## config.mk

```make
export PLATFORM = sky130hd
export DESIGN_NAME = spm_access_arbiter
export DESIGN_NICKNAME = d
export VERILOG_FILES = /design/src/rtl/spm_access_arbiter_pkg.sv /design/src/rtl/spm_access_arbiter_burst_counter.sv /design/src/rtl/spm_access_arbiter.sv
export SDC_FILE = /design/constraint.sdc
export NUM_CORES = 1
export LEC_CHECK = 0
export CORE_MARGIN = 5
export CORE_UTILIZATION = 33
export CTS_CLUSTER_SIZE = 25
export DETAILED_ROUTE_END_ITERATION = 16
export PLACE_DENSITY = 0.82
export SYNTH_ARGS = -nofsm -noshare
export SYNTH_HDL_FRONTEND = slang
export SYNTH_SLANG_ARGS = --single-unit
```

## constraint.sdc

```tcl
create_clock -name clock -period 3.45 [get_ports clock]
set_clock_uncertainty 0.2 [all_clocks]
set_input_delay 0.345 -clock clock [delete_from_list [all_inputs] [get_ports clock]]
set_output_delay 0.345 -clock clock [all_outputs]
set_load 0.01 [all_outputs]
```

## src/rtl/spm_access_arbiter_pkg.sv

```systemverilog
// Shared definitions for the scratchpad access arbiter: data/byte-enable widths
// and the DMA burst FSM state encoding.
package spm_access_arbiter_pkg;

    localparam int SPM_DATA_WIDTH = 32;
    localparam int SPM_BE_WIDTH   = 4;

    typedef enum logic [1:0] {
        ST_IDLE  = 2'd0,
        ST_RUN   = 2'd1,
        ST_DRAIN = 2'd2,
        ST_DONE  = 2'd3
    } arb_state_e;

endpackage

```

## src/rtl/spm_access_arbiter_burst_counter.sv

```systemverilog
// DMA burst walker: loadable word-address incrementer (wraps at the SPM size)
// and remaining-word down-counter with a flag for the final word.
module spm_access_arbiter_burst_counter
    import spm_access_arbiter_pkg::*;
#(
    parameter int ADDR_WIDTH = 11
) (
    input  logic                  clock,
    input  logic                  resetN,
    input  logic                  load_i,
    input  logic [ADDR_WIDTH-1:0] addr_i,
    input  logic [ADDR_WIDTH:0]   len_i,
    input  logic                  step_i,
    output logic [ADDR_WIDTH-1:0] addr_o,
    output logic                  last_o
);

    logic [ADDR_WIDTH-1:0] addr_q, addr_d;
    logic [ADDR_WIDTH:0]   remaining_q, remaining_d;

    always_comb begin
        addr_d      = addr_q;
        remaining_d = remaining_q;
        if (load_i) begin
            addr_d      = addr_i;
            remaining_d = len_i;
        end else if (step_i) begin
            addr_d      = addr_q + 1'b1;
            remaining_d = remaining_q - 1'b1;
        end
    end

    always_ff @(posedge clock or negedge resetN) begin
        if (!resetN) begin
            addr_q      <= '0;
            remaining_q <= '0;
        end else begin
            addr_q      <= addr_d;
            remaining_q <= remaining_d;
        end
    end

    assign addr_o = addr_q;
    assign last_o = (remaining_q == (ADDR_WIDTH+1)'(1));

endmodule

```

## src/rtl/spm_access_arbiter.sv

```systemverilog
// Arbitrates the single-port data scratchpad between the CPU load/store port
// (priority) and a DMA burst engine, with a starvation limit on DMA waits.
module spm_access_arbiter
    import spm_access_arbiter_pkg::*;
#(
    parameter int ADDR_WIDTH = 11,
    parameter int MAX_STALL  = 4
) (
    input  logic                      clock,
    input  logic                      resetN,
    input  logic                      cpuReq,
    input  logic [SPM_BE_WIDTH-1:0]   cpuByteWe,
    input  logic [ADDR_WIDTH-1:0]     cpuAddr,
    input  logic [SPM_DATA_WIDTH-1:0] cpuWdata,
    output logic                      cpuGrant,
    output logic [SPM_DATA_WIDTH-1:0] cpuRdata,
    output logic                      cpuRvalid,
    input  logic                      dmaStart,
    input  logic                      dmaWrite,
    input  logic [ADDR_WIDTH-1:0]     dmaAddr,
    input  logic [ADDR_WIDTH:0]       dmaLen,
    input  logic [SPM_DATA_WIDTH-1:0] dmaWdata,
    input  logic                      dmaWvalid,
    output logic                      dmaWready,
    output logic [SPM_DATA_WIDTH-1:0] dmaRdata,
    output logic                      dmaRvalid,
    output logic                      dmaBusy,
    output logic                      dmaDone,
    output logic [SPM_BE_WIDTH-1:0]   spmByteWe,
    output logic [ADDR_WIDTH-1:0]     spmAddress,
    output logic [SPM_DATA_WIDTH-1:0] spmDataIn,
    input  logic [SPM_DATA_WIDTH-1:0] spmDataOut
);

    localparam int                 STALL_W   = $clog2(MAX_STALL + 1);
    localparam logic [STALL_W-1:0] STALL_MAX = STALL_W'(MAX_STALL);

    arb_state_e           state_q, state_d;
    logic                 dir_q, dir_d;
    logic [STALL_W-1:0]   stall_q, stall_d;
    logic                 cpu_rvalid_q, cpu_rvalid_d;
    logic                 dma_rvalid_q, dma_rvalid_d;

    logic                  burst_load;
    logic                  burst_last;
    logic [ADDR_WIDTH-1:0] burst_addr;
    logic                  dma_want;
    logic                  dma_slot;
    logic                  cpu_grant;

    assign burst_load = (state_q == ST_IDLE) && dmaStart;
    assign dma_want   = (state_q == ST_RUN) && (!dir_q || dmaWvalid);
    assign dma_slot   = dma_want && (!cpuReq || (stall_q == STALL_MAX));
    // Gated by reset so nothing reaches the SPM while the block is held in reset.
    assign cpu_grant  = cpuReq && !dma_slot && resetN;

    spm_access_arbiter_burst_counter #(
        .ADDR_WIDTH(ADDR_WIDTH)
    ) u_burst (
        .clock  (clock),
        .resetN (resetN),
        .load_i (burst_load),
        .addr_i (dmaAddr),
        .len_i  (dmaLen),
        .step_i (dma_slot),
        .addr_o (burst_addr),
        .last_o (burst_last)
    );

    always_comb begin
        state_d = state_q;
        dir_d   = dir_q;
        unique case (state_q)
            ST_IDLE: begin
                if (dmaStart) begin
                    dir_d   = dmaWrite;
                    state_d = (dmaLen == '0) ? ST_DONE : ST_RUN;
                end
            end
            ST_RUN: begin
                if (dma_slot && burst_last) begin
                    state_d = dir_q ? ST_DONE : ST_DRAIN;
                end
            end
            ST_DRAIN: state_d = ST_DONE;
            ST_DONE:  state_d = ST_IDLE;
            default:  state_d = ST_IDLE;
        endcase
    end

    always_comb begin
        stall_d = stall_q;
        if (dma_slot || !dma_want) begin
            stall_d = '0;
        end else if (cpu_grant && (stall_q != STALL_MAX)) begin
            stall_d = stall_q + 1'b1;
        end
        cpu_rvalid_d = cpu_grant && (cpuByteWe == '0);
        dma_rvalid_d = dma_slot && !dir_q;
    end

    // With no owner the CPU address/data stay on the bus as a harmless read.
    always_comb begin
        spmByteWe  = '0;
        spmAddress = cpuAddr;
        spmDataIn  = cpuWdata;
        if (!resetN) begin
            spmAddress = '0;
            spmDataIn  = '0;
        end else if (dma_slot) begin
            spmByteWe  = dir_q ? '1 : '0;
            spmAddress = burst_addr;
            spmDataIn  = dmaWdata;
        end else if (cpu_grant) begin
            spmByteWe  = cpuByteWe;
        end
    end

    always_ff @(posedge clock or negedge resetN) begin
        if (!resetN) begin
            state_q      <= ST_IDLE;
            dir_q        <= 1'b0;
            stall_q      <= '0;
            cpu_rvalid_q <= 1'b0;
            dma_rvalid_q <= 1'b0;
        end else begin
            state_q      <= state_d;
            dir_q        <= dir_d;
            stall_q      <= stall_d;
            cpu_rvalid_q <= cpu_rvalid_d;
            dma_rvalid_q <= dma_rvalid_d;
        end
    end

    assign cpuGrant  = cpu_grant;
    assign dmaWready = dma_slot && dir_q;
    assign cpuRdata  = spmDataOut;
    assign dmaRdata  = spmDataOut;
    assign cpuRvalid = cpu_rvalid_q;
    assign dmaRvalid = dma_rvalid_q;
    assign dmaBusy   = (state_q != ST_IDLE);
    assign dmaDone   = (state_q == ST_DONE);

endmodule

```

# Yosys cells after proc, flatten, opt, wreduce, memory -nomap -nowiden
# Cells that the tools add are included.
dict set report totals {
  ff_bits 31
  inputBits 140
  out_inout_bits 117
  wordCells 62
}
dict set report classes {
  add_sub_neg 3
  n_eq_ne 8
  mux 19
  n_reduce_logical 25
}
# cell n
set op_table {}
lappend op_table {{$mux 32} 2}
lappend op_table {{$mux 11} 4}
lappend op_table {{$mux 12} 2}
lappend op_table {{$mux 4} 4}
lappend op_table {{$eq 12x1->1 const B} 1}
lappend op_table {{$logic_not 12->1} 1}
lappend op_table {{$sub 12x1->12 const B} 1}
lappend op_table {{$add 11x1->11 const B} 1}
lappend op_table {{$logic_and 1x1->1} 10}
lappend op_table {{$pmux 2 s4} 1}
lappend op_table {{$mux 2} 3}
lappend op_table {{$mux 3} 2}
lappend op_table {{$reduce_bool 2->1} 3}
lappend op_table {{$eq 2x2->1 const B} 2}
lappend op_table {{$logic_not 1->1} 4}
lappend op_table {{$logic_not 4->1} 1}
lappend op_table {{$reduce_and 2->1} 2}
lappend op_table {{$add 3x1->3 const B} 1}
lappend op_table {{$eq 3x3->1 const B} 1}
lappend op_table {{$logic_or 1x1->1} 3}
lappend op_table {{$ne 3x3->1 const B} 1}
lappend op_table {{$eq 2x1->1 const B} 1}
lappend op_table {{$logic_not 2->1} 1}
lappend op_table {{$ne 2x1->1 const B} 1}
lappend op_table {{2 further kinds} 2}

# Depth between registers and ports, before layout
# Gate-level depths: netlist of run 1.
dict set report logic_depth {
  ltp_word 10
  ltp_mapped 9
}

# By module
# Synthesis of run 1 repeated with hierarchy kept, for this count alone.
dict set report hier_totals {
  hier_cells 400
  hier_area_um2 3050.4
}
# mod instances cells_per_inst area_each_um2 seq_area_each_um2
set modules_own_cells {}
lappend modules_own_cells {spm_access_arbiter 1 268 1773.0 200.2}
lappend modules_own_cells {spm_access_arbiter_burst_counter 1 132 1277.5 575.6}

# Worst setup path after synthesis of run 1
# OpenSTA, ideal clock, no wires.
dict set report synth_timing {
  path_kind {register -> output}
  startpoint {register state_q[1]}
  endpoint {output spmAddress[3]}
  arrival_ns 2.050
  required_time_ns 2.905
  slack_ns 0.855
  path_stages_with_launch 10
  cell_sequence {dfrtp_1 > inv_1 > ha_1 > buf_2 > inv_1 > nor3_1 > clkbuf_1 > clkbuf_1 > nand2_1 > a21boi_0}
}
dict set report synth_via {
  elab_chain_cells 5
}
# element line_no
set synth_lines {}
lappend synth_lines {{start, declared} spm_access_arbiter.sv:38} ;# arb_state_e state_q, state_d;
lappend synth_lines {{start signal, assigned} spm_access_arbiter.sv:127} ;# state_q <= state_d;
lappend synth_lines {{$eq 2x1->1} spm_access_arbiter.sv:52} ;# assign dma_want = (state_q == ST_RUN) && (!dir_q || dmaWvalid);
lappend synth_lines {{$logic_and 1x1->1} spm_access_arbiter.sv:52}
lappend synth_lines {{$logic_and 1x1->1} spm_access_arbiter.sv:53} ;# assign dma_slot = dma_want && (!cpuReq || (stall_q == STALL_MAX));
lappend synth_lines {{$mux 11} spm_access_arbiter.sv:110} ;# end else if (dma_slot) begin
lappend synth_lines {{$mux 11} spm_access_arbiter.sv:107} ;# if (!resetN) begin
lappend synth_lines {{end, declared} spm_access_arbiter.sv:30} ;# output logic [ADDR_WIDTH-1:0] spmAddress,
# Every way passes these cells.

# Worst setup path in the final report of run 1
dict set report layout_timing {
  startpoint {input cpuReq}
  endpoint {output spmDataIn[16]}
}
dict set report layout_via {
  elab_chain_cells 5
}
# element line_no
set layout_lines {}
lappend layout_lines {{start, declared} spm_access_arbiter.sv:11} ;# input logic cpuReq,
lappend layout_lines {{$logic_not 1->1} spm_access_arbiter.sv:53}
lappend layout_lines {{$logic_or 1x1->1} spm_access_arbiter.sv:53}
lappend layout_lines {{$logic_and 1x1->1} spm_access_arbiter.sv:53}
lappend layout_lines {{$mux 32} spm_access_arbiter.sv:110}
lappend layout_lines {{$mux 32} spm_access_arbiter.sv:107}
lappend layout_lines {{end, declared} spm_access_arbiter.sv:31} ;# output logic [SPM_DATA_WIDTH-1:0] spmDataIn,
# Every way passes these cells.

==> results.md, run 1 <==
- Starting density of the core: between 30% and 40%
- Die H: approximately 110 um
- Cells after synthesis: 426
- Hold Crit Class: in2async
- Die ar.: 11,400 um2
- Max Root-Sink Buffers: 2
- Vias/cell: 5.18
- Clock Latency Late Sink: approximately 0.29 ns
- Fraction of registers with async set/reset: 100%
- Fillcell total: between 900 and 1,000
- Final Hold Fails: 0
- Most common cell in the netlist: nand2_1
- DP HPWL: between 8 and 9 mm
- Clk sinks: 31
- Vias: 3,237
- Seq/Total Area, Yosys: about a quarter
- Gr busiest metal: met2
- WS Path Type: in2out
- Worst-case vdd ir drop: a little under 200 uV
- GRT overflow: 0
- Worst Path Max Fanout: 28
- Routability Congestion: 0.866
- Placed cell area: between 4000 and 5000 um2
- Core footprint: between 9000 and 10,000 um2
- Max frequency: 0.310 GHz
- Final instance area: between 4000 and 5000 um2
- Routing usage on met1: a little under 20%
- Met3 usage: under 10%
- Power per Cell Area: around 520 nW/um2
- Number of global-route vias before repair: 3,501
- Final core utilization: roughly 48%
- Slew @ Worst Pin: slightly below 0.9 ns
- Synthesized area per cell: slightly above 7 um2
- Slew margin rel.: around 41%
- RR Startpoint: state_q[1]
- Mapped Area: just over 3000 um2
- Crit path DAT: between 2 and 3 ns
- Synth area leader: dfrtp_1
- CTS Buf Count: 5
- Tmin final: roughly 3.2 ns
- First-pass detailed-route iteration total: 4
- NumNets Final: roughly 660
- Final setup fails: 0
- RSZ-0062 raised after global routing: false
- CTS tree: built
- Synthesis-to-layout area growth: 44.0%
- Fin crit share: around 93%
- Met2 Use GR: between 30% and 40%
- Critical Path Source Type: input pin
- Pins Over Slew Limit: 0
- Largest net degree at the start of global routing: between 50 and 60
- CTS root buffer: clkbuf_8
- Outcome: finished, final reports clean
- IO Pins: between 200 and 300
- Predominant post-synthesis flop cell: dfrtp_1
- Row count: 35
- Synth Net Count: 575
- YS warnings: 0
- Antenna viol nets, final: 0
- FF-to-FF path depth: 6
- Synth top area cells: dfrtp_1 (25%), buf_4 (16%), nand2_1 (13%), a21boi_0 (11%), ha_1 (3.6%)
- Ant. Diodes: 0
- CTS clk-pin slew, worst paths: around 0.06 ns
- Initial antenna violation count: 0
- Post-synthesis cell type count: 45
- Crit Reg-Reg Endpoint: state_q[0]
- Share of layout cells above drive strength 1: approximately 5.3%
- R2R Setup Slk: between 0.9 and 1 ns
- Synth top area share: roughly 25%
- Horiz. Die Dim: 107 um
- CP Capture Type: output pin
- H-tree Lvls: 2
- Flop and latch count out of synthesis: 31
- First-pass GRT wire length: 16.6 mm
- Total wire length: between 10 and 15 mm
- Post-synth top cells: nand2_1 (104), buf_4 (64), a21boi_0 (47), dfrtp_1 (31), nor2_1 (24)
- Lkg Pwr: approximately 1.8 nW
- Setup tns final: 0 ns
- Gr usage total: between 10% and 20%
- EDFF count, synth: 0
- Max_cap viols: 0
- Port bufs: 160
- DR iter-0 viols: between 100 and 150
- Residual DRC count: 0
- CP Data Required Time: between 2 and 3 ns
- Drt wl/cell: ~17 um
- Final Power: between 2 and 2.5 mW
state kept, by name (all words and copies together) (netlist names):
name	flops
u_burst.remaining_q	12
dmaRvalid	1
cpuRvalid	1
dir_q	1
u_burst.addr_o	11
state_q	2
stall_q	3
metrics by stage:
step	instances	worst slack (ns)	hold WS [ns]
3_5_place_dp	616	0.225	0.126
2_1_floorplan	426	0.855	-0.151
4_1_cts	625	0.209	0.344
6_report	625	0.228	0.357
3_3_place_gp	616	0.283	0.121
5_1_grt	625	0.0623	0.390
kinds of logic (layout without fill, tap and decap cells):
| family | after synthesis | after routing | synth area share (%) |
|---|---|---|---|
| flip-flops | 31 | 31 | 25.1 |
| buffers and inverters | 101 | 189 | 20.0 |
| adder cells (fa/ha/maj) | 9 | 9 | 3.64 |
| XOR/XNOR | 7 | 7 | 1.98 |
| AO/OA/AOI/OAI | 90 | 90 | 20.6 |
| multiplexers | 4 | 4 | 1.33 |
| AND/OR/NAND/NOR | 184 | 184 | 27.3 |
what timing repair did:
item,4_1_cts,5_1_grt
hold buffers,1,0
buffers inserted,0,0
setup endpoints to repair,0,0
gates resized for setup,0,0
hold endpoints to repair,2,0
worst max-delay path by stage:
stage,slack (ns),depth (start not counted),start,endpoint
floorplan,0.86,9,state_q[1],spmAddress[3]
CTS,0.21,7,cpuReq,spmDataIn[16]
detailed placement,0.22,7,cpuReq,spmDataIn[16]
global route,0.06,7,cpuReq,spmDataIn[1]
global placement,0.28,7,cpuReq,spmDataIn[16]
finish,0.23,7,cpuReq,spmDataIn[16]
critical path: stages:
cell and delay, ns:
clkdlybuf4s50_1 0.59, a21bo_2 0.30, nand3_2 0.28, buf_12 0.22, nand2_1 0.07, a21boi_0 0.27
clkdlybuf4s50_1 0.60
metal layers:
| metal | vias up | wire, um |
|---|---|---|
| li1 | 1565 | - |
| met1 | 1501 | 3820 |
| met2 | 132 | 5310 |
| met3 | 39 | 893 |
| met4 | 0 | 417 |
| met5 | - | 0 |
power breakdown:
group	internal [mW]	total, mW	switching [mW]
clock network	0.182	0.321	0.139
registers	0.521	0.696	0.175
logic	0.647	1.32	0.676
area by class of cell:
cell class | instances | area [um2] | share of cell area (%)
well taps | 111 | 139 | 3.12
inverters | 13 | 48.8 | 1.09
flip-flops and latches | 31 | 776 | 17.4
repair buffers | 168 | 1680 | 37.8
multi-input cells | 294 | 1710 | 38.4
clock buffers | 8 | 100 | 2.25
cells in the final DEF, fill, tap and decap left out, drive strengths merged, types with 11 or more instances in the layout:
master	n
clkdlybuf4s50	159
a31oi	15
nand2	104
o21ai	11
or4	11
dfrtp	31
inv	13
nor2	24
a21boi	48
nand3	11
(Power assumes the default switching activity.)
==> run 2, diff against run 1 <==
- CORE_UTILIZATION: 33 -> 30
- PLACE_DENSITY: 0.82 -> 0.79
- clock period: 3.45 -> 2.7 ns (I/O delays scaled with it)
==> run 2 against run 1 <==
Effect of this change: sequential power rose by 28%; count of clock-buffer cells in the layout fell by 1; global-route usage decreased by 2.2 points; worst setup slack worse by 0.13 ns; critical path depth increased by 2; largest power group unchanged; cell count up 7.0%; critical path type is now reg2out; die area rose by 9.0%; non-clock buffer count rose by 19.
==> results.md, run 2 (same netlist as run 1, synthesis figures left out) <==
- Die ar.: 12,500 um2 (was 11,400 um2)
- Vias: 3,276 (was 3,237)
- Row count: 37 (was 35)
- WS Path Type: reg2out (was in2out)
- Synthesis-to-layout area growth: 48.6% (was 44.0%)
- Slew margin rel.: 60.3% (was 40.6%)
- Max frequency: between 0.3 and 0.4 GHz
- Ant. Diodes: 0 (unchanged)
- Final instance area: 4600 um2 (was 4460 um2)
- Setup tns final: 0 ns (unchanged)
- Sw frac: 43.3% (was 42.3%)
- Lkg Pwr: 2.00 nW (was 1.75 nW)
- Number of global-route vias before repair: 3,403 (was 3,501)
- Outcome: finished, final reports clean (unchanged)
- Power per Cell Area: 652 nW/um2 (was 525 nW/um2)
- Crit path DAT: 2.13 ns (was 2.68 ns)
- DR iter-0 viols: 155 (was 139)
- Final worst slack: 0.0989 ns (was 0.228 ns)
- Vias/cell: 4.90 (was 5.18)
- CTS clk-pin slew, worst paths: 0.07 ns (was 0.06 ns)
- Antenna viol nets, final: 0 (unchanged)
- Commonest non-fill, non-tap cell in the layout: clkdlybuf4s50_1 (unchanged)
- Final Hold Fails: 0 (unchanged)
- Gr usage total: 16.0% (was 18.1%)
- Int Power: 1.70 mW (was 1.35 mW)
- Routability Congestion: 0.849 (was 0.866)
- Slew @ Worst Pin: 0.595 ns (was 0.883 ns)
- Area of the multi-input gates: 1730 um2 (was 1710 um2)
- GRT overflow: 0 (unchanged)
- Net switching power figure: 1.30 mW (was 0.990 mW)
- Final Power: 3.00 mW (was 2.34 mW)
- Tmin final: 2.60 ns
- CTS tree: built (unchanged)
- CTS Buf Count: 5 (unchanged)
- Starting density of the core: 30.4% (was 33.7%)
- Placed cell area: 4530 um2 (was 4350 um2)
- Clock power frac: 11.6% (was 13.7%)
- Max Root-Sink Buffers: 2 (unchanged)
- Worst Path Max Fanout: 11 (was 28)
- Horiz. Die Dim: 112 um (was 107 um)
- Most frequent cells in the layout: clkdlybuf4s50_1 (110), nand2_1 (104), a21boi_0 (40) (was clkdlybuf4s50_1 (159), nand2_1 (104), a21boi_0 (47))
- Biggest register: u_burst.remaining_q (unchanged)
- Worst-case vdd ir drop: 278 uV (was 197 uV)
- Max_cap viols: 0 (unchanged)
- R2R Setup Slk: 0.28 ns (was 0.97 ns)
- Port bufs: 160 (unchanged)
- Pins Over Slew Limit: 0 (unchanged)
- Die H: 112 um (was 107 um)
- IO Pins: 257 (unchanged)
- First-pass GRT wire length: 16.5 mm (was 16.6 mm)
- H-tree Lvls: 2 (unchanged)
- NumNets Final: 681 (was 662)
- Critical Path Source Type: register (was input pin)
- Initial antenna violation count: 0 (unchanged)
- CP Capture Type: output pin (unchanged)
- First-pass detailed-route iteration total: 4 (unchanged)
- Clock Latency Late Sink: 0.28 ns (was 0.29 ns)
- Hold Crit Class: in2async (unchanged)
- Share of layout cells above drive strength 1: 10.3% (was 5.25%)
- CTS root buffer: clkbuf_8 (unchanged)
- CP Data Required Time: 2.23 ns (was 2.90 ns)
- Reg area: 776 um2 (unchanged)
- Fillcell total: 1,008 (was 903)
- Max reg flops: 12 (unchanged)
- Residual DRC count: 0 (unchanged)
- Pre-CTS setup slack: -0.108 ns (was 0.225 ns)
- Largest net degree at the start of global routing: 70 (was 53)
- DP HPWL: 8.20 mm (was 8.43 mm)
- Sequential power share: 29.7% (about the same)
- Fin crit share: between 90% and 100%
- Logic gate share of total power: 58.6% (was 56.5%)
- Total wire length: 10.2 mm (was 10.4 mm)
- Clk sinks: 31 (unchanged)
- Drt wl/cell: 15.2 um (was 16.7 um)
- Final setup fails: 0 (unchanged)
- Core footprint: 10,200 um2 (was 9200 um2)
==> run 2: final timing paths <==
check,start,end,cells past startpoint
worst min register to register,u_burst.remaining_q[9],u_burst.remaining_q[9],2
min in group clock,dmaWrite,dir_q,3
max in group asynchronous,resetN,u_burst.addr_o[3],4
worst min-delay path,resetN,state_q[0],3
worst max register to register,stall_q[0],u_burst.addr_o[9],7
worst max-delay path,state_q[1],spmAddress[10],9
==> run 2: timing repair <==
action,in CTS,in global routing
gates resized for setup,60,34
endpoints found under the hold margin,17,0
pin swaps,0,1
setup endpoints to repair,48,39
hold buffers,1,0
buffers inserted,0,2
==> run 2: power groups by stage <==
stage | Clock, mW | Combinational, mW | Sequential, mW
after detailed placement | 0 | 1.81 | 0.891
final | 0.350 | 1.76 | 0.892
after floorplan | 0 | 1.09 | 0.816
after global routing | 0.380 | 1.97 | 0.921
after CTS | 0.360 | 1.76 | 0.888
after global placement | 0 | 1.76 | 0.875
==> run 2: cell type report <==
class                   count  share of cell area [%]
clock buffers               7                    1.66
clock inverters             1                   0.109
flip-flops and latches     31                    16.9
inverters                  13                    1.06
well taps                 136                    3.70
repair buffers            187                    39.0
multi-input cells         294                    37.6
==> run 2: layer usage <==
| metal | vias to the layer above | GRT usage [%] | part of all wire, % |
|---|---|---|---|
| met4 | 0 | 7.62 | 4.1 |
| met3 | 44 | 3.86 | 6.3 |
| met2 | 130 | 29.1 | 51 |
| met1 | 1499 | 17.3 | 39 |
| met5 | - | 0 | 0 |
| li1 | 1603 | - | - |
==> run 2: critical path, cell delays in order, from the launching register on <==
cell and delay, ns:
dfrtp_1 0.41, inv_1 0.09, ha_2 0.21, inv_1 0.10, nor3_4 0.18, buf_4 0.15, buf_6 0.14, nand2_1 0.13
a21boi_0 0.17, clkdlybuf4s15_1 0.26
==> run 2: per-stage QoR <==
step / utilization (%) / hold slack [ns] / instances
after floorplan: - / -0.226 / 426
after global placement: 44.5 / 0.0755 / 658
after detailed placement: 44.5 / 0.0812 / 658
after CTS: 45.1 / 0.311 / 667
after global routing: 45.2 / 0.325 / 669
final: 45.2 / 0.293 / 669
